$ cat src/rtl/conv_seq_pkg.sv
// Shared types and constants for the convolution tile sequencer:
// state encoding, instruction-bus bit positions and the pmem shift helper.
package conv_seq_pkg;

    typedef enum logic [3:0] {
        S_IDLE,
        S_RST,
        S_KPRIME,
        S_KLOAD,
        S_KINT,
        S_ACT,
        S_ACTGAP,
        S_EXEC,
        S_EXGAP,
        S_OPRIME,
        S_ODRAIN,
        S_OEND,
        S_GAP
    } seq_state_t;

    // Default geometry of the dual_core array this sequencer drives
    localparam int DEF_COL    = 8;
    localparam int DEF_ROW    = 8;
    localparam int DEF_KSZ    = 3;
    localparam int DEF_NIJ_SZ = 6;
    localparam int DEF_HTILES = 2;
    localparam int DEF_ADDR_W = 11;
    localparam int DEF_X_BASE = 0;
    localparam int DEF_W_BASE = 1024;

    // Instruction bus layout (bit positions, LSB of each field)
    localparam int INST_W     = 34;
    localparam int INST_AW    = 11;
    localparam int B_LOAD     = 0;
    localparam int B_EXECUTE  = 1;
    localparam int B_L0_WR    = 2;
    localparam int B_L0_RD    = 3;
    localparam int B_IFIFO_RD = 4;
    localparam int B_IFIFO_WR = 5;
    localparam int B_OFIFO_RD = 6;
    localparam int B_A_XMEM   = 7;
    localparam int B_WEN_XMEM = 18;
    localparam int B_CEN_XMEM = 19;
    localparam int B_A_PMEM   = 20;
    localparam int B_WEN_PMEM = 31;
    localparam int B_CEN_PMEM = 32;
    localparam int B_ACC      = 33;

    typedef struct packed {
        logic               acc;
        logic               cen_pmem;
        logic               wen_pmem;
        logic [INST_AW-1:0] a_pmem;
        logic               cen_xmem;
        logic               wen_xmem;
        logic [INST_AW-1:0] a_xmem;
        logic               ofifo_rd;
        logic               ififo_wr;
        logic               ififo_rd;
        logic               l0_rd;
        logic               l0_wr;
        logic               execute;
        logic               load;
    } inst_fields_t;

    // Memories disabled, everything else quiet
    localparam inst_fields_t INST_IDLE = '{cen_pmem: 1'b1, wen_pmem: 1'b1,
                                           cen_xmem: 1'b1, wen_xmem: 1'b1,
                                           default: '0};

    // Output rows are written back shifted by the kernel offset so that
    // partial sums of every kij line up in pmem; the caller truncates.
    function automatic int pmem_shift(input int kx, input int ky, input int nij_sz);
        return -(kx + ky * nij_sz);
    endfunction

endpackage

$ cat src/rtl/conv_tile_sequencer_if.sv
// Control and instruction bus between the sequencer and dual_core.
interface conv_tile_sequencer_if
    import conv_seq_pkg::*;
#(
    parameter int HTILES = DEF_HTILES
);
    logic              start;
    logic              relu_en;
    logic              busy;
    logic              done;
    logic [INST_W-1:0] inst;
    logic              mode;
    logic              sel;
    logic [HTILES-1:0] tile;
    logic              relu;
    logic              core_rst;

    modport master (
        input  start, relu_en,
        output busy, done, inst, mode, sel, tile, relu, core_rst
    );

    modport slave (
        output start, relu_en,
        input  busy, done, inst, mode, sel, tile, relu, core_rst
    );
endinterface

$ cat src/rtl/inst_pack.sv
// Packs the named instruction fields into the 34-bit dual_core inst word.
module inst_pack
    import conv_seq_pkg::*;
(
    input  inst_fields_t      f,
    output logic [INST_W-1:0] inst
);

    // Place every field at its fixed bus position
    always_comb begin
        inst                          = '0;
        inst[B_LOAD]                  = f.load;
        inst[B_EXECUTE]               = f.execute;
        inst[B_L0_WR]                 = f.l0_wr;
        inst[B_L0_RD]                 = f.l0_rd;
        inst[B_IFIFO_RD]              = f.ififo_rd;
        inst[B_IFIFO_WR]              = f.ififo_wr;
        inst[B_OFIFO_RD]              = f.ofifo_rd;
        inst[B_A_XMEM +: INST_AW]     = f.a_xmem;
        inst[B_WEN_XMEM]              = f.wen_xmem;
        inst[B_CEN_XMEM]              = f.cen_xmem;
        inst[B_A_PMEM +: INST_AW]     = f.a_pmem;
        inst[B_WEN_PMEM]              = f.wen_pmem;
        inst[B_CEN_PMEM]              = f.cen_pmem;
        inst[B_ACC]                   = f.acc;
    end

endmodule

$ cat src/rtl/conv_tile_sequencer.sv
// Hardware kij-loop sequencer for dual_core: per kernel position it loads
// weights tile by tile, fills activations, executes and drains the OFIFO
// into pmem at the shifted address. All outputs are registered.
module conv_tile_sequencer
    import conv_seq_pkg::*;
#(
    parameter int COL    = DEF_COL,
    parameter int ROW    = DEF_ROW,
    parameter int KSZ    = DEF_KSZ,
    parameter int NIJ_SZ = DEF_NIJ_SZ,
    parameter int HTILES = DEF_HTILES,
    parameter int ADDR_W = DEF_ADDR_W,
    parameter int X_BASE = DEF_X_BASE,
    parameter int W_BASE = DEF_W_BASE
) (
    input  logic                   clk,
    input  logic                   reset,
    conv_tile_sequencer_if.master  bus
);

    localparam int LEN_NIJ = NIJ_SZ * NIJ_SZ;
    localparam int KIJ_N   = KSZ * KSZ;
    localparam int KLOAD_N = ROW + 2 * COL;
    localparam int EXEC_N  = LEN_NIJ + 2 * COL;
    localparam int TW      = $clog2(LEN_NIJ + KLOAD_N + 2 * COL + 1);
    localparam int JW      = (HTILES > 1) ? $clog2(HTILES) : 1;
    localparam int KW      = $clog2(KIJ_N + 1);
    localparam int XW      = $clog2(KSZ + 1);

    seq_state_t        state_q, state_d;
    logic [TW-1:0]     t_q, t_d;
    logic [JW-1:0]     j_q, j_d;
    logic [KW-1:0]     kij_q, kij_d;
    logic [XW-1:0]     kx_q, kx_d, ky_q, ky_d;
    logic              relu_en_q, relu_en_d, relu_q, relu_d;
    inst_fields_t      f_q, f_d;
    logic              sel_q, sel_d, core_rst_q, core_rst_d;
    logic              busy_q, busy_d, done_q, done_d;
    logic [HTILES-1:0] tile_q, tile_d, tile_onehot;
    logic [ADDR_W-1:0] w_base, p_shift;

    // Next state, loop counters, then the output image of the state being entered
    always_comb begin
        state_d   = state_q;
        t_d       = t_q;
        j_d       = j_q;
        kij_d     = kij_q;
        kx_d      = kx_q;
        ky_d      = ky_q;
        relu_en_d = relu_en_q;
        relu_d    = relu_q;
        done_d    = 1'b0;

        case (state_q)
            // A start landing on the done pulse belongs to the run just finished
            S_IDLE: if (bus.start && !done_q) begin
                state_d   = S_RST;
                t_d       = '0;
                j_d       = '0;
                kij_d     = '0;
                kx_d      = '0;
                ky_d      = '0;
                relu_en_d = bus.relu_en;
                relu_d    = 1'b0;
            end
            S_RST: if (t_q == TW'(2)) begin
                state_d = S_KPRIME;
                t_d     = '0;
                j_d     = '0;
            end else t_d = t_q + TW'(1);
            S_KPRIME: begin
                state_d = S_KLOAD;
                t_d     = '0;
            end
            S_KLOAD: if (t_q == TW'(KLOAD_N - 1)) state_d = S_KINT;
                     else t_d = t_q + TW'(1);
            S_KINT: if (j_q == JW'(HTILES - 1)) begin
                state_d = S_ACT;
                t_d     = '0;
            end else begin
                state_d = S_KPRIME;
                j_d     = j_q + JW'(1);
            end
            S_ACT: if (t_q == TW'(LEN_NIJ - 1)) state_d = S_ACTGAP;
                   else t_d = t_q + TW'(1);
            S_ACTGAP: begin
                state_d = S_EXEC;
                t_d     = '0;
            end
            S_EXEC: if (t_q == TW'(EXEC_N - 1)) state_d = S_EXGAP;
                    else t_d = t_q + TW'(1);
            S_EXGAP: begin
                state_d = S_OPRIME;
                if (relu_en_q && kij_q == KW'(KIJ_N - 1)) relu_d = 1'b1;
            end
            S_OPRIME: begin
                state_d = S_ODRAIN;
                t_d     = '0;
            end
            S_ODRAIN: if (t_q == TW'(LEN_NIJ - 1)) state_d = S_OEND;
                      else t_d = t_q + TW'(1);
            S_OEND: begin
                state_d = S_GAP;
                t_d     = '0;
            end
            S_GAP: if (t_q == TW'(1)) begin
                if (kij_q == KW'(KIJ_N - 1)) begin
                    state_d = S_IDLE;
                    done_d  = 1'b1;
                end else begin
                    state_d = S_RST;
                    t_d     = '0;
                    kij_d   = kij_q + KW'(1);
                    if (kx_q == XW'(KSZ - 1)) begin
                        kx_d = '0;
                        ky_d = ky_q + XW'(1);
                    end else kx_d = kx_q + XW'(1);
                end
            end else t_d = t_q + TW'(1);
            default: state_d = S_IDLE;
        endcase

        w_base      = ADDR_W'(W_BASE + (int'(kij_d) * HTILES + int'(j_d)) * 2 * COL);
        p_shift     = ADDR_W'(pmem_shift(int'(kx_d), int'(ky_d), NIJ_SZ));
        tile_onehot = HTILES'(1) << j_d;

        f_d        = INST_IDLE;
        sel_d      = 1'b0;
        tile_d     = '0;
        core_rst_d = 1'b0;
        busy_d     = (state_d != S_IDLE);

        case (state_d)
            S_RST: core_rst_d = (t_d == '0);
            S_KPRIME: begin
                tile_d     = tile_onehot;
                f_d.l0_wr  = 1'b1;
                f_d.cen_xmem = 1'b0;
                f_d.a_xmem = INST_AW'(w_base);
            end
            S_KLOAD: begin
                tile_d     = tile_onehot;
                f_d.l0_rd  = 1'b1;
                f_d.load   = (t_d < TW'(2 * COL));
                f_d.a_xmem = INST_AW'(w_base + ADDR_W'(t_d) + ADDR_W'(1));
                if (t_d < TW'(2 * COL - 1)) begin
                    f_d.l0_wr    = 1'b1;
                    f_d.cen_xmem = 1'b0;
                end
            end
            S_KINT: tile_d = tile_onehot;
            S_ACT: begin
                tile_d       = '1;
                f_d.l0_wr    = 1'b1;
                f_d.cen_xmem = 1'b0;
                f_d.a_xmem   = INST_AW'(ADDR_W'(X_BASE) + ADDR_W'(t_d));
            end
            S_EXEC: begin
                tile_d      = '1;
                f_d.l0_rd   = 1'b1;
                f_d.execute = (t_d < TW'(LEN_NIJ));
            end
            S_OPRIME: begin
                tile_d       = '1;
                sel_d        = kij_d[0];
                f_d.ofifo_rd = 1'b1;
                f_d.acc      = (kij_d != '0);
                f_d.a_pmem   = INST_AW'(p_shift);
            end
            S_ODRAIN: begin
                tile_d       = '1;
                sel_d        = kij_d[0];
                f_d.acc      = (kij_d != '0);
                f_d.ofifo_rd = (kij_d != '0);
                f_d.cen_pmem = 1'b0;
                f_d.wen_pmem = 1'b0;
                f_d.a_pmem   = INST_AW'(p_shift + ADDR_W'(t_d));
            end
            S_OEND: tile_d = '1;
            default: ;
        endcase
    end

    // State, counters and registered outputs; reset drops straight back to idle
    always_ff @(posedge clk or negedge reset) begin
        if (!reset) begin
            state_q    <= S_IDLE;
            t_q        <= '0;
            j_q        <= '0;
            kij_q      <= '0;
            kx_q       <= '0;
            ky_q       <= '0;
            relu_en_q  <= 1'b0;
            relu_q     <= 1'b0;
            f_q        <= INST_IDLE;
            sel_q      <= 1'b0;
            tile_q     <= '0;
            core_rst_q <= 1'b0;
            busy_q     <= 1'b0;
            done_q     <= 1'b0;
        end else begin
            state_q    <= state_d;
            t_q        <= t_d;
            j_q        <= j_d;
            kij_q      <= kij_d;
            kx_q       <= kx_d;
            ky_q       <= ky_d;
            relu_en_q  <= relu_en_d;
            relu_q     <= relu_d;
            f_q        <= f_d;
            sel_q      <= sel_d;
            tile_q     <= tile_d;
            core_rst_q <= core_rst_d;
            busy_q     <= busy_d;
            done_q     <= done_d;
        end
    end

    inst_pack u_inst_pack (
        .f    (f_q),
        .inst (bus.inst)
    );

    assign bus.busy     = busy_q;
    assign bus.done     = done_q;
    assign bus.mode     = 1'b0;
    assign bus.sel      = sel_q;
    assign bus.tile     = tile_q;
    assign bus.relu     = relu_q;
    assign bus.core_rst = core_rst_q;

endmodule

$ cat src/flat_wrapper.sv
// flat-port wrapper written by rule: the top's interface ports become plain ports
module conv_tile_sequencer_flat import conv_seq_pkg::*;
#(
    parameter int COL    = DEF_COL,
    parameter int ROW    = DEF_ROW,
    parameter int KSZ    = DEF_KSZ,
    parameter int NIJ_SZ = DEF_NIJ_SZ,
    parameter int HTILES = DEF_HTILES,
    parameter int ADDR_W = DEF_ADDR_W,
    parameter int X_BASE = DEF_X_BASE,
    parameter int W_BASE = DEF_W_BASE
)
  (clk, reset, bus_start, bus_relu_en, bus_busy, bus_done, bus_inst, bus_mode, bus_sel, bus_tile, bus_relu, bus_core_rst);
  conv_tile_sequencer_if #(.HTILES(HTILES)) bus_i ();
  input  logic clk;
  input  logic reset;
  input wire logic [$bits(bus_i.start)-1:0] bus_start;
  input wire logic [$bits(bus_i.relu_en)-1:0] bus_relu_en;
  output wire logic [$bits(bus_i.busy)-1:0] bus_busy;
  output wire logic [$bits(bus_i.done)-1:0] bus_done;
  output wire logic [$bits(bus_i.inst)-1:0] bus_inst;
  output wire logic [$bits(bus_i.mode)-1:0] bus_mode;
  output wire logic [$bits(bus_i.sel)-1:0] bus_sel;
  output wire logic [$bits(bus_i.tile)-1:0] bus_tile;
  output wire logic [$bits(bus_i.relu)-1:0] bus_relu;
  output wire logic [$bits(bus_i.core_rst)-1:0] bus_core_rst;
  assign bus_i.start = bus_start;
  assign bus_i.relu_en = bus_relu_en;
  assign bus_busy = bus_i.busy;
  assign bus_done = bus_i.done;
  assign bus_inst = bus_i.inst;
  assign bus_mode = bus_i.mode;
  assign bus_sel = bus_i.sel;
  assign bus_tile = bus_i.tile;
  assign bus_relu = bus_i.relu;
  assign bus_core_rst = bus_i.core_rst;
  conv_tile_sequencer #(.COL(COL), .ROW(ROW), .KSZ(KSZ), .NIJ_SZ(NIJ_SZ), .HTILES(HTILES), .ADDR_W(ADDR_W), .X_BASE(X_BASE), .W_BASE(W_BASE)) u_core (.clk(clk), .reset(reset), .bus(bus_i));
endmodule
$ cat config.mk
export PLATFORM = sky130hd
export DESIGN_NAME = conv_tile_sequencer_flat
export DESIGN_NICKNAME = d
export VERILOG_FILES = /design/src/rtl/conv_seq_pkg.sv /design/src/rtl/conv_tile_sequencer_if.sv /design/src/rtl/inst_pack.sv /design/src/rtl/conv_tile_sequencer.sv /design/src/flat_wrapper.sv
export SDC_FILE = /design/constraint.sdc
export NUM_CORES = 1
export LEC_CHECK = 0
export CAP_MARGIN = 20
export CORE_MARGIN = 4
export CORE_UTILIZATION = 35
export DETAILED_ROUTE_END_ITERATION = 8
export GPL_TIMING_DRIVEN = 0
export PLACE_DENSITY = 0.64
export SYNTH_ARGS = -nofsm -noshare
export SYNTH_HDL_FRONTEND = slang
export SYNTH_SLANG_ARGS = --single-unit
$ cat constraint.sdc
create_clock -name clk -period 5.8 [get_ports clk]
set_input_delay 1.16 -clock clk [delete_from_list [all_inputs] [get_ports clk]]
set_output_delay 1.16 -clock clk [all_outputs]
set_load 0.05 [all_outputs]
After elaboration in Yosys (flattened, before gate mapping)
Cells that the tools add are included.
Cells by class
  add/subtract/negate cells: 12
  $mul: 1
  order comparisons: 3
  eq/ne operators: 30
  shift-type cells: 1
  muxes and demuxes: 58
  reductions and logical operators: 17
Operators by type and width (count)
  7-bit two-way mux: 8
  7-bit case mux with 8 select lines: 1
  4-bit case mux with 13 select lines: 1
  4-bit two-way mux: 10
  4-bit equality test, second input constant: 9
  11-bit case mux with 3 select lines: 1
  4-bit by 3-bit equality test with 1-bit output, second input constant: 7
  11-bit by 7-bit adder with 11-bit output: 2
  11-bit case mux with 2 select lines: 1
  2-bit two-way mux: 9
  1-bit two-way mux: 17
  4-bit by 2-bit equality test with 1-bit output, second input constant: 4
  7-bit by 6-bit equality test with 1-bit output, second input constant: 2
  2-bit case mux with 2 select lines: 3
  11-bit by 1-bit adder with 11-bit output, second input constant: 1
  11-bit adder, first input constant: 1
  3-bit by 11-bit adder with 11-bit output: 1
  11-bit negation: 1
  4-bit by 1-bit equality test with 1-bit output, second input constant: 2
  1-bit case mux with 2 select lines: 4
  4-bit case mux with 2 select lines: 1
  4-bit nonzero test: 2
  2-bit OR reduction: 4
  7-bit by 1-bit adder with 7-bit output, second input constant: 1
  26 further kinds: 29
Storage, ports and cells
  register bits after elaboration: 59
  bits of input ports: 4
  output and inout bits: 42
  logic and storage cells: 146

Logic depth before layout (Yosys ltp)
Gate-level depths: netlist of run 1.
  depth in word-level cells: 10
  depth in mapped cells: 23
  mapped depth without buffers: 23

Modules after synthesis
From an unflattened synthesis of run 1, not the netlist that was laid out.
Unflattened totals
  cells, all modules: 461
  area total of the unflattened synthesis: 4257.8 µm²
By module, submodules not included
  conv_tile_sequencer: instances 1, cells an instance 427, area an instance 4002.6 µm², seq. area each 1453.9 µm²
  inst_pack: instances 1, cells an instance 34, area an instance 255.2 µm², seq. area each 0.0 µm²

Worst setup path after synthesis of run 1
Ideal clock, no wire load.
  kind: input to register
  start point: input port bus_start
  end point: register u_core.f_q[30] (netlist bit)
  library setup time: 134 ps
  arrival time: 4530 ps
  required time: 5666 ps
  setup slack: 1136 ps
  stages on the path: 20
  buffers on the path: 0
  cell sequence: nor2b_1 -> nand3_1 -> nand2_1 -> o21ai_0 -> nand2_1 -> o21a_1 -> inv_1 -> ha_1 -> inv_1 -> ha_1 -> fa_1 -> ha_1 -> a21o_1 -> a21oi_1 -> o21bai_1 -> a21oi_1 -> nor2b_1 -> o2111ai_1 -> xor2_1 -> o21ai_0
RTL lines
  start: declaration: RTL line flat_wrapper.sv:17  | input wire logic [$bits(bus_i.start)-1:0] bus_start;
  end signal: assignment: RTL line conv_tile_sequencer.sv:195  | f_q <= INST_IDLE;
  end signal: assignment: RTL line conv_tile_sequencer.sv:210  | f_q <= f_d;
  end: declaration: RTL line conv_tile_sequencer.sv:36  | inst_fields_t f_q, f_d;

==> flow_metrics.env, run 1 <==
export IMPL_holdPathEnd="u_core.bus.relu$_DFFE_PN0P_"
export IMPL_hold_class="register to register"
export IMPL_multi_input_area_um2=2201
export IMPL_ant_nets=0
export IMPL_cellPowerDensity_nw_per_um2=190.1
export IMPL_cts_sinks=58
export IMPL_avgSynthCellArea_um2=9.152
export IMPL_maxSlewViolCount=0
export IMPL_slowest_stage="fa_1"
export IMPL_hp_start="u_core.bus.relu$_DFFE_PN0P_"
export IMPL_dr_total_vias=3304
export IMPL_cp_data_required_time_ns=6.00
export IMPL_cp_end_kind="register"
export IMPL_port_buffers=41
export IMPL_clk_latency_ns=0.35
export IMPL_timing_fmax_ghz=0.1879
export IMPL_critical_path_class="input pin to register"
export IMPL_cts_made_buffers=9
export IMPL_overflow=0
export IMPL_slowest_delay_ns=0.50
export IMPL_ir_worst_vdd_mv=0.1263
export IMPL_final_common_cell="dfrtp_1"
export IMPL_routed_via_density=5.364
export IMPL_clockBufferDepth=2
export IMPL_io_pins=46
export IMPL_cts_root_buf="clkbuf_8"
export IMPL_htreeDepth=3
export IMPL_hold_viol=0
export IMPL_place_ws_ns=-0.1155
export IMPL_maxUsedRoutingLayer="met4"
export IMPL_ys_seq_elements=58
export IMPL_drive_gt1_frac=0.1021
export IMPL_yosys_area_top_type_share=0.3646
export IMPL_tightest_slew_ns=0.9539
export IMPL_stdcell_area_um2=4698
export IMPL_r2r_end="u_core.f_q[28]$_DFF_PN0_"
export IMPL_synth_edff_count=0
export IMPL_syn_inst=420
export IMPL_gp_congestion=0.8807
export IMPL_period_needed_ns=5.321
export IMPL_grt_max_degree=43
export IMPL_place_area_um2=4447
export IMPL_wl_mm=10.50
export IMPL_ys_types=78
export IMPL_firstDrtPassIters=5
export IMPL_cap_violations=0
export IMPL_wl_met3_um=566
export IMPL_startpoint="bus_start"
export IMPL_startpoint_type="input pin"
export IMPL_clk_pin_slew_ns=0.07
export IMPL_synth_area_leaders="dfrtp_1, ha_1, nand2_1"
export IMPL_grt_pass1_wl_mm=17.16
export IMPL_route_met2_wl_mm=4.698
export IMPL_diodes=0
export IMPL_rsz0062_at_grt="no"
export IMPL_reg2reg_slack_ns=0.59
export IMPL_yosys_area_top_type="dfrtp_1"
export IMPL_register_area_um2=1454
export IMPL_antenna_found_initial=0
export IMPL_final_cell_mix="dfrtp_1, nand2_1, clkdlybuf4s50_1"
export IMPL_arrival_ns=5.52
export IMPL_synthToLayoutAreaGrowth_pct=22.23
export IMPL_wire_per_inst_um=17.04
export IMPL_p_leak_uw=0.002053
export IMPL_setup_viol=0
export IMPL_dpl_hpwl_mm=7.852
export IMPL_core_area_um2=10510
export IMPL_die_w_um=112.8
export IMPL_ctsHoldBuffers=0
export IMPL_nFillCells=991
export IMPL_yosys_warnings=0
export IMPL_netlist_area_um2=3844
export IMPL_nNetsFinal=509
export IMPL_ys_flop_type="dfrtp_1"
export IMPL_min_path_cells=2
export IMPL_cts_tree="done"
export IMPL_status="complete, no violations"
export IMPL_dieArea_um2=12720
export IMPL_grt_util_all_layers=0.1707
export IMPL_drt_iter0_markers=206
export IMPL_route_detailed_drc=0
export IMPL_fin_worst_skew_ns=0.01150
export IMPL_path_cells="clkdlybuf4s50_1 > nor2b_4 > nand3_1 > nand2_1 > o21ai_0 > nand2_1 > o21a_1 > inv_1 > ha_1 > inv_1 > ha_1 > fa_1 > ha_1 > a21o_1 > a21oi_1 > o21bai_1 > a21oi_1 > nor2b_1 > o21ai_0 > xor2_1 > o21ai_0"
export IMPL_start_util=0.3658
export IMPL_post_route_period_util=0.9174
export IMPL_wirelength_met1_mm=5.052
export IMPL_synth_seq_area_share=0.3783
export IMPL_cts_setup_buffers=0
export IMPL_r2r_start="u_core.t_q[3]$_DFF_PN0_"
export IMPL_setup_ws_ns=0.4790
export IMPL_chipHeight_um=112.8
export IMPL_reg2reg_depth=22
export IMPL_grt_pass1_vias=3232
export IMPL_crit_fanout=5
export IMPL_maxSlewHeadroom=0.3582
export IMPL_rows=37
export IMPL_postSynth_asyncResetShare=1.000
## metrics by stage
step,setup TNS (ns),utilization,std cells,hold WS [ns],total power (uW)
floorplan,0,-,422,0.4792,420.7
global placement,-0.1604,0.4217,599,0.4659,431.3
detailed placement,-0.2045,0.4231,600,0.4876,432.7
CTS,0,0.4464,616,0.5029,898.2
global route,0,0.4471,616,0.5446,921.4
finish,0,0.4471,616,0.4938,893.1
## power breakdown
group / switching (uW) / total (uW) / internal, uW
logic: 14.9 / 20.3 / 5.38
registers: 0 / 404 / 404
clock network: 170 / 468 / 298
## cell families (layout without fill, tap and decap cells)
kind of cell,count (synthesis),count (layout),synth area share
xor+xnor,14,14,0.03190
compound gates,117,117,0.2083
other cells,2,4,0.001954
flops,58,58,0.3783
buf+inv,44,102,0.05306
simple gates,153,153,0.2191
fa+ha+maj,30,30,0.1016
mux,2,2,0.005859
## registers in the layout, summed over array words and instances (netlist names)
register             count
u_core.bus.done          1
u_core.state_q           4
u_core.bus.tile          2
u_core.bus.relu          1
u_core.bus.sel           1
u_core.bus.core_rst      1
u_core.relu_en_q         1
u_core.ky_q              2
u_core.kx_q              2
u_core.bus.busy          1
u_core.t_q               7
u_core.j_q               1
u_core.kij_q             4
u_core.f_q              30
## how the worst max path moves through the flow
stage	endpoint	cells after the start
2_1_floorplan	u_core.f_q[30]$_DFF_PN0_	20
3_3_place_gp	u_core.f_q[28]$_DFF_PN0_	21
3_5_place_dp	u_core.f_q[28]$_DFF_PN0_	21
4_1_cts	u_core.f_q[28]$_DFF_PN0_	21
5_1_grt	u_core.f_q[28]$_DFF_PN0_	21
6_report	u_core.f_q[28]$_DFF_PN0_	21
## per-layer routing
layer  global-route usage  up-vias
met5                    0        -
met4              0.05769        0
met3              0.02674       16
met2               0.2575      111
met1               0.2492     1571
li1                     -     1606
## final cells by class
class                           instances  share of cell area
Tap cell                              136             0.03622
Sequential cell                        58              0.3095
Timing Repair Buffer                   42             0.09055
Multi-Input combinational cell        320              0.4684
Buffer                                 20             0.02423
Clock inverter                          4             0.02104
Inverter                               24             0.01917
Clock buffer                           12             0.03089
## synthesized netlist by cell type (all sizes together) (8+ instances only)
master,count
buf,10
ha,28
inv,24
and2,9
nor3,11
clkbuf,10
nand3,13
dfrtp,56
a21oi,25
nand2,55
xor2,8
o21ai,36
nor2,21
## critical path: cells and delay by family
kind | cells | cell delay [ns]
AO/OA/AOI/OAI | 8 | 1.39
adder cells (fa/ha/maj) | 4 | 1.35
AND/OR/NAND/NOR | 5 | 0.81
buffers and inverters | 3 | 0.64
XOR/XNOR | 1 | 0.16
## what timing repair did
action / 4_1_cts / 5_1_grt
hold endpoints to repair: 0 / 0
setup endpoints to repair: 0 / 2
gates resized for setup: 0 / 2
Note: power is estimated with default switching activity, not from simulation.
==> inputs of run 2 (changes only) <==
--- a/config.mk
+++ b/config.mk
@@ -11,6 +11,7 @@
 export DETAILED_ROUTE_END_ITERATION = 8
 export GPL_TIMING_DRIVEN = 0
 export PLACE_DENSITY = 0.64
+export SETUP_SLACK_MARGIN = 0.1
 export SYNTH_ARGS = -nofsm -noshare
 export SYNTH_HDL_FRONTEND = slang
 export SYNTH_SLANG_ARGS = --single-unit
==> flow_metrics.env, run 2 (synthesis results as in run 1) <==
export IMPL_nFillCells=990
export IMPL_period_needed_ns=5.308
export IMPL_switching_share=0.2065
export IMPL_dr_total_vias=3308
export IMPL_p_sw_uw=184.3
export IMPL_clk_pin_slew_ns=0.07
export IMPL_wire_per_inst_um=17.05
export IMPL_timing_fmax_ghz=0.1884
export IMPL_port_buffers=41
export IMPL_clockBufferDepth=2
export IMPL_grt_util_all_layers=0.1707
export IMPL_slowest_delay_ns=0.50
export IMPL_setup_viol=0
export IMPL_ir_worst_vdd_mv=0.1263
export IMPL_cts_sinks=58
export IMPL_dieArea_um2=12720
export IMPL_routed_via_density=5.370
export IMPL_cts_tree="done"
export IMPL_place_inst=600
export IMPL_r2r_end="u_core.f_q[28]$_DFF_PN0_"
export IMPL_crit_fanout=5
export IMPL_arrival_ns=5.50
export IMPL_power_frac_clock=0.524
export IMPL_route_detailed_drc=0
export IMPL_seq_power_share=0.453
export IMPL_min_path_cells=2
export IMPL_utilization=0.4473
export IMPL_diodes=0
export IMPL_reg_top3="u_core.f_q x30, u_core.t_q x7"
export IMPL_chipHeight_um=112.8
export IMPL_critical_path_class="input pin to register"
export IMPL_maxSlewHeadroom=0.3481
export IMPL_cp_buffers_inverters=3
export IMPL_drive_gt1_frac=0.1042
export IMPL_holdPathEnd="u_core.bus.relu$_DFFE_PN0P_"
export IMPL_grt_pass1_vias=3232
export IMPL_ant_nets=0
export IMPL_cts_made_buffers=9
export IMPL_synthToLayoutAreaGrowth_pct=22.30
export IMPL_cts_root_buf="clkbuf_8"
export IMPL_clk_latency_ns=0.35
export IMPL_top_register="u_core.f_q"
export IMPL_cellPowerDensity_nw_per_um2=189.8
export IMPL_htreeDepth=3
export IMPL_path_cells="clkdlybuf4s50_1 > nor2b_4 > nand3_1 > nand2_2 > o21ai_0 > nand2_1 > o21a_1 > inv_1 > ha_1 > inv_1 > ha_1 > fa_1 > ha_1 > a21o_1 > a21oi_1 > o21bai_1 > a21oi_1 > nor2b_1 > o21ai_0 > xor2_1 > o21ai_0"
export IMPL_r2r_start="u_core.t_q[3]$_DFF_PN0_"
export IMPL_grt_max_degree=43
export IMPL_tns_ns=0
export IMPL_startpoint_type="input pin"
export IMPL_core_area_um2=10510
export IMPL_slowest_stage="fa_1"
export IMPL_status="complete, no violations"
export IMPL_gp_congestion=0.8807
export IMPL_die_w_um=112.8
export IMPL_hold_viol=0
export IMPL_post_route_period_util=0.9152
export IMPL_maxSlewViolCount=0
export IMPL_largest_reg_flops=30
export IMPL_start_util=0.3658
export IMPL_cp_end_kind="register"
export IMPL_grt_pass1_wl_mm=17.16
export IMPL_cp_data_required_time_ns=5.99
export IMPL_nNetsFinal=509
export IMPL_final_common_cell="dfrtp_1"
export IMPL_drt_iter0_markers=202
export IMPL_hold_class="register to register"
export IMPL_hp_start="u_core.bus.relu$_DFFE_PN0P_"
export IMPL_combPwrFrac=0.023
export IMPL_internal_power_uw=708.1
export IMPL_dpl_hpwl_mm=7.852
export IMPL_overflow=0
export IMPL_p_leak_uw=0.002052
export IMPL_final_cell_mix="dfrtp_1, nand2_1, clkdlybuf4s50_1"
export IMPL_fin_worst_skew_ns=0.01117
export IMPL_antenna_found_initial=0
export IMPL_wl_mm=10.50
export IMPL_cap_violations=0
export IMPL_reg2reg_slack_ns=0.60
export IMPL_reg2reg_depth=22
export IMPL_fin_cells=616
export IMPL_rsz0062_at_grt="no"
export IMPL_firstDrtPassIters=5
export IMPL_tightest_slew_ns=0.9688
export IMPL_io_pins=46
export IMPL_crit_family="compound AO/OA/AOI/OAI gates"
export IMPL_rows=37
run 2: worst max path at each step:
stage / to / startpoint / cells after the start
detailed placement: u_core.f_q[28]$_DFF_PN0_ / bus_start / 21
finish: u_core.f_q[28]$_DFF_PN0_ / bus_start / 21
floorplan: u_core.f_q[30]$_DFF_PN0_ / bus_start / 20
global placement: u_core.f_q[28]$_DFF_PN0_ / bus_start / 21
global route: u_core.f_q[28]$_DFF_PN0_ / bus_start / 21
CTS: u_core.f_q[28]$_DFF_PN0_ / bus_start / 21
run 2: power groups by stage:
stage / logic, uW / clock network (uW) / registers (uW)
floorplan: 8.50 / 0 / 412
global placement: 19.1 / 0 / 412
detailed placement: 20.6 / 0 / 412
CTS: 20.6 / 473 / 404
global route: 22.8 / 495 / 404
finish: 20.3 / 468 / 404
run 2: what timing repair did:
item	CTS	global route
setup endpoints to repair	0	3
setup buffers	0	0
gates resized for setup	0	3
hold buffers	0	0
run 2: cell type report:
class | count | area [um2] | share of cell area
flip-flops and latches | 58 | 1454 | 0.3093
well taps | 136 | 170.2 | 0.03620
inverters | 24 | 90.09 | 0.01916
multi-input cells | 320 | 2203 | 0.4687
clock buffers | 12 | 145.1 | 0.03088
repair buffers | 42 | 425.4 | 0.09050
plain buffers | 20 | 113.9 | 0.02422
clock inverters | 4 | 98.84 | 0.02103
run 2: worst min-delay path, cell delays in order, from the launching register on:
cell and delay (ns):
dfrtp_1 0.35, nand2_1 0.05, o21ai_0 0.06
run 2: routing by layer:
layer,part of all wire,wire [um],global-route usage,vias up
met5,0,0,0,-
met4,0.016,167,0.05769,0
met3,0.054,570,0.02674,16
met2,0.45,4699,0.2575,105
met1,0.48,5061,0.2492,1580
li1,-,-,-,1607
run 2: metrics by stage:
stage | worst slack [ns] | power, uW | hold WS, ns | instance area (um2)
finish | 0.4919 | 892.4 | 0.4933 | 4701
global placement | -0.09084 | 431.3 | 0.4659 | 4432
floorplan | 1.136 | 420.7 | 0.4792 | 3851
global route | 0.1093 | 921.4 | 0.5446 | 4701
detailed placement | -0.1155 | 432.7 | 0.4876 | 4447
CTS | 0.2402 | 898.2 | 0.5029 | 4691
==> inputs of run 3 (changes only) <==
--- a/config.mk
+++ b/config.mk
@@ -9,6 +9,7 @@
 export CORE_MARGIN = 4
 export CORE_UTILIZATION = 35
 export DETAILED_ROUTE_END_ITERATION = 8
+export GPL_ROUTABILITY_DRIVEN = 0
 export GPL_TIMING_DRIVEN = 0
 export PLACE_DENSITY = 0.64
 export SETUP_SLACK_MARGIN = 0.1
==> constraint.sdc (replaced) <==
create_clock -name clk -period 6.2 [get_ports clk]
set_input_delay 1.24 -clock clk [delete_from_list [all_inputs] [get_ports clk]]
set_output_delay 1.24 -clock clk [all_outputs]
set_load 0.05 [all_outputs]
==> flow_metrics.env, run 3 (synthesis results as in run 1) <==
export IMPL_status="complete, no violations"
export IMPL_ir_worst_vdd_mv=0.1132
export IMPL_arrival_ns=5.77
export IMPL_r2r_end="u_core.f_q[28]$_DFF_PN0_"
export IMPL_post_route_period_util=0.9016
export IMPL_tns_ns=0
export IMPL_dr_total_vias=3387
export IMPL_wire_per_inst_um=16.38
export IMPL_grt_pass1_vias=3215
export IMPL_fin_worst_skew_ns=0.01410
export IMPL_clockBufferDepth=2
export IMPL_hold_viol=0
export IMPL_slowest_delay_ns=0.48
export IMPL_wl_mm=10.07
export IMPL_htreeDepth=3
export IMPL_timing_fmax_ghz=0.1789
export IMPL_cts_made_buffers=9
export IMPL_min_path_cells=2
export IMPL_slowest_stage="fa_1"
export IMPL_r2r_start="u_core.t_q[3]$_DFF_PN0_"
export IMPL_cts_root_buf="clkbuf_8"
export IMPL_reg2reg_depth=22
export IMPL_io_pins=46
export IMPL_reg_top3="u_core.f_q x30, u_core.t_q x7"
export IMPL_core_area_um2=10510
export IMPL_period_needed_ns=5.590
export IMPL_final_common_cell="dfrtp_1"
export IMPL_maxSlewHeadroom=0.3406
export IMPL_diodes=0
export IMPL_overflow=0
export IMPL_postCtsResizedCells=0
export IMPL_hold_class="register to register"
export IMPL_maxSlewViolCount=0
export IMPL_clk_latency_ns=0.34
export IMPL_reg2reg_slack_ns=0.99
export IMPL_cts_sinks=58
export IMPL_grt_pass1_wl_mm=16.57
export IMPL_route_detailed_drc=0
export IMPL_tightest_slew_ns=0.9803
export IMPL_place_ws_ns=0.2702
export IMPL_cp_data_required_time_ns=6.38
export IMPL_grt_max_degree=40
export IMPL_cp_buffers_inverters=3
export IMPL_clk_pin_slew_ns=0.07
export IMPL_cap_violations=0
export IMPL_start_util=0.3658
export IMPL_setup_viol=0
export IMPL_cp_end_kind="register"
export IMPL_cellPowerDensity_nw_per_um2=153.2
export IMPL_ctsHoldBuffers=0
export IMPL_dpl_hpwl_mm=7.597
export IMPL_grt_util_all_layers=0.1620
export IMPL_crit_cells=21
export IMPL_ant_nets=0
export IMPL_setup_ws_ns=0.6103
export IMPL_final_cell_mix="dfrtp_1, nand2_1, clkdlybuf4s50_1"
export IMPL_rows=37
export IMPL_drt_iter0_markers=287
export IMPL_top_register="u_core.f_q"
export IMPL_cts_setup_buffers=0
export IMPL_cts_tree="done"
export IMPL_die_w_um=112.8
export IMPL_startpoint_type="input pin"
export IMPL_critical_path_class="input pin to register"
export IMPL_path_cells="clkdlybuf4s50_1 > nor2b_1 > nand3_1 > nand2_1 > o21ai_0 > nand2_1 > o21a_1 > inv_1 > ha_1 > inv_1 > ha_1 > fa_1 > ha_1 > a21o_1 > a21oi_1 > o21bai_1 > a21oi_1 > nor2b_1 > o21ai_0 > xor2_1 > o21ai_0"
export IMPL_crit_family="compound AO/OA/AOI/OAI gates"
export IMPL_holdPathEnd="u_core.bus.relu$_DFFE_PN0P_"
export IMPL_port_buffers=41
export IMPL_chipHeight_um=112.8
export IMPL_crit_fanout=5
export IMPL_synthToLayoutAreaGrowth_pct=20.12
export IMPL_routed_via_density=5.507
export IMPL_rsz0062_at_grt="no"
export IMPL_hp_start="u_core.bus.relu$_DFFE_PN0P_"
export IMPL_whs_ns=0.4844
export IMPL_antenna_found_initial=0
export IMPL_dieArea_um2=12720
export IMPL_drive_gt1_frac=0.1002
export IMPL_p_leak_uw=0.002018
export IMPL_firstDrtPassIters=6
export IMPL_largest_reg_flops=30
export IMPL_nNetsFinal=509
-- run 3: cell count changes in the layout (fill, tap and decap cells not counted) --
| cell | delta |
|---|---|
| nor2b_1 | +1 |
| bufinv_16 | -3 |
| nand2_2 | -1 |
| nand2_1 | +1 |
| clkbuf_1 | -1 |
| clkbuf_8 | +1 |
| clkinv_2 | +3 |
| clkinv_4 | -1 |
| nor2b_4 | -1 |
-- run 3: cell type report --
cell class | instances | area [um2]
fillers | 1016 | 5892
clock inverters | 3 | 15.01
repair buffers | 42 | 425.4
clock buffers | 12 | 155.1
multi-input cells | 320 | 2193
inverters | 24 | 90.09
flip-flops and latches | 58 | 1454
well taps | 136 | 170.2
plain buffers | 20 | 113.9
-- run 3: report_power, final --
group	switching, uW	internal (uW)
clock	148	163
sequential	0	378
combinational	13.8	4.68
total	162	546
-- run 3: through the flow --
| stage | std cells | util | power [uW] | instance area, um2 |
|---|---|---|---|---|
| floorplan | 422 | - | 393.5 | 3851 |
| global placement | 599 | 0.4217 | 403.3 | 4432 |
| detailed placement | 600 | 0.4231 | 404.6 | 4447 |
| CTS | 615 | 0.4393 | 716.2 | 4617 |
| global route | 615 | 0.4393 | 736.2 | 4617 |
| finish | 615 | 0.4393 | 707.4 | 4617 |
-- run 3: worst max path at each step --
stage,start,to
after floorplan,bus_start,u_core.f_q[30]$_DFF_PN0_
after global placement,bus_start,u_core.f_q[28]$_DFF_PN0_
after detailed placement,bus_start,u_core.f_q[28]$_DFF_PN0_
after CTS,bus_start,u_core.f_q[28]$_DFF_PN0_
after global routing,bus_start,u_core.f_q[28]$_DFF_PN0_
final,bus_start,u_core.f_q[28]$_DFF_PN0_
-- run 3: routing by layer --
metal,wire [um],global-route usage
met1,4755,0.2357
met2,4501,0.2382
met3,669,0.03690
met4,144,0.05208
met5,0,0
-- run 3: worst reg2reg max path: stages, from the launching register on --
cell	delay (ns)
dfrtp_1	0.37
buf_6	0.14
or4_4	0.58
nor2_1	0.30
and2_1	0.22
and3b_1	0.23
o21ai_0	0.09
nand2_1	0.07
o21a_1	0.24
inv_1	0.14
ha_1	0.31
inv_1	0.06
ha_1	0.20
fa_1	0.48
ha_1	0.34
a21o_1	0.20
a21oi_1	0.21
o21bai_1	0.09
a21oi_1	0.22
nor2b_1	0.09
o21ai_0	0.20
xor2_1	0.15
o21ai_0	0.12
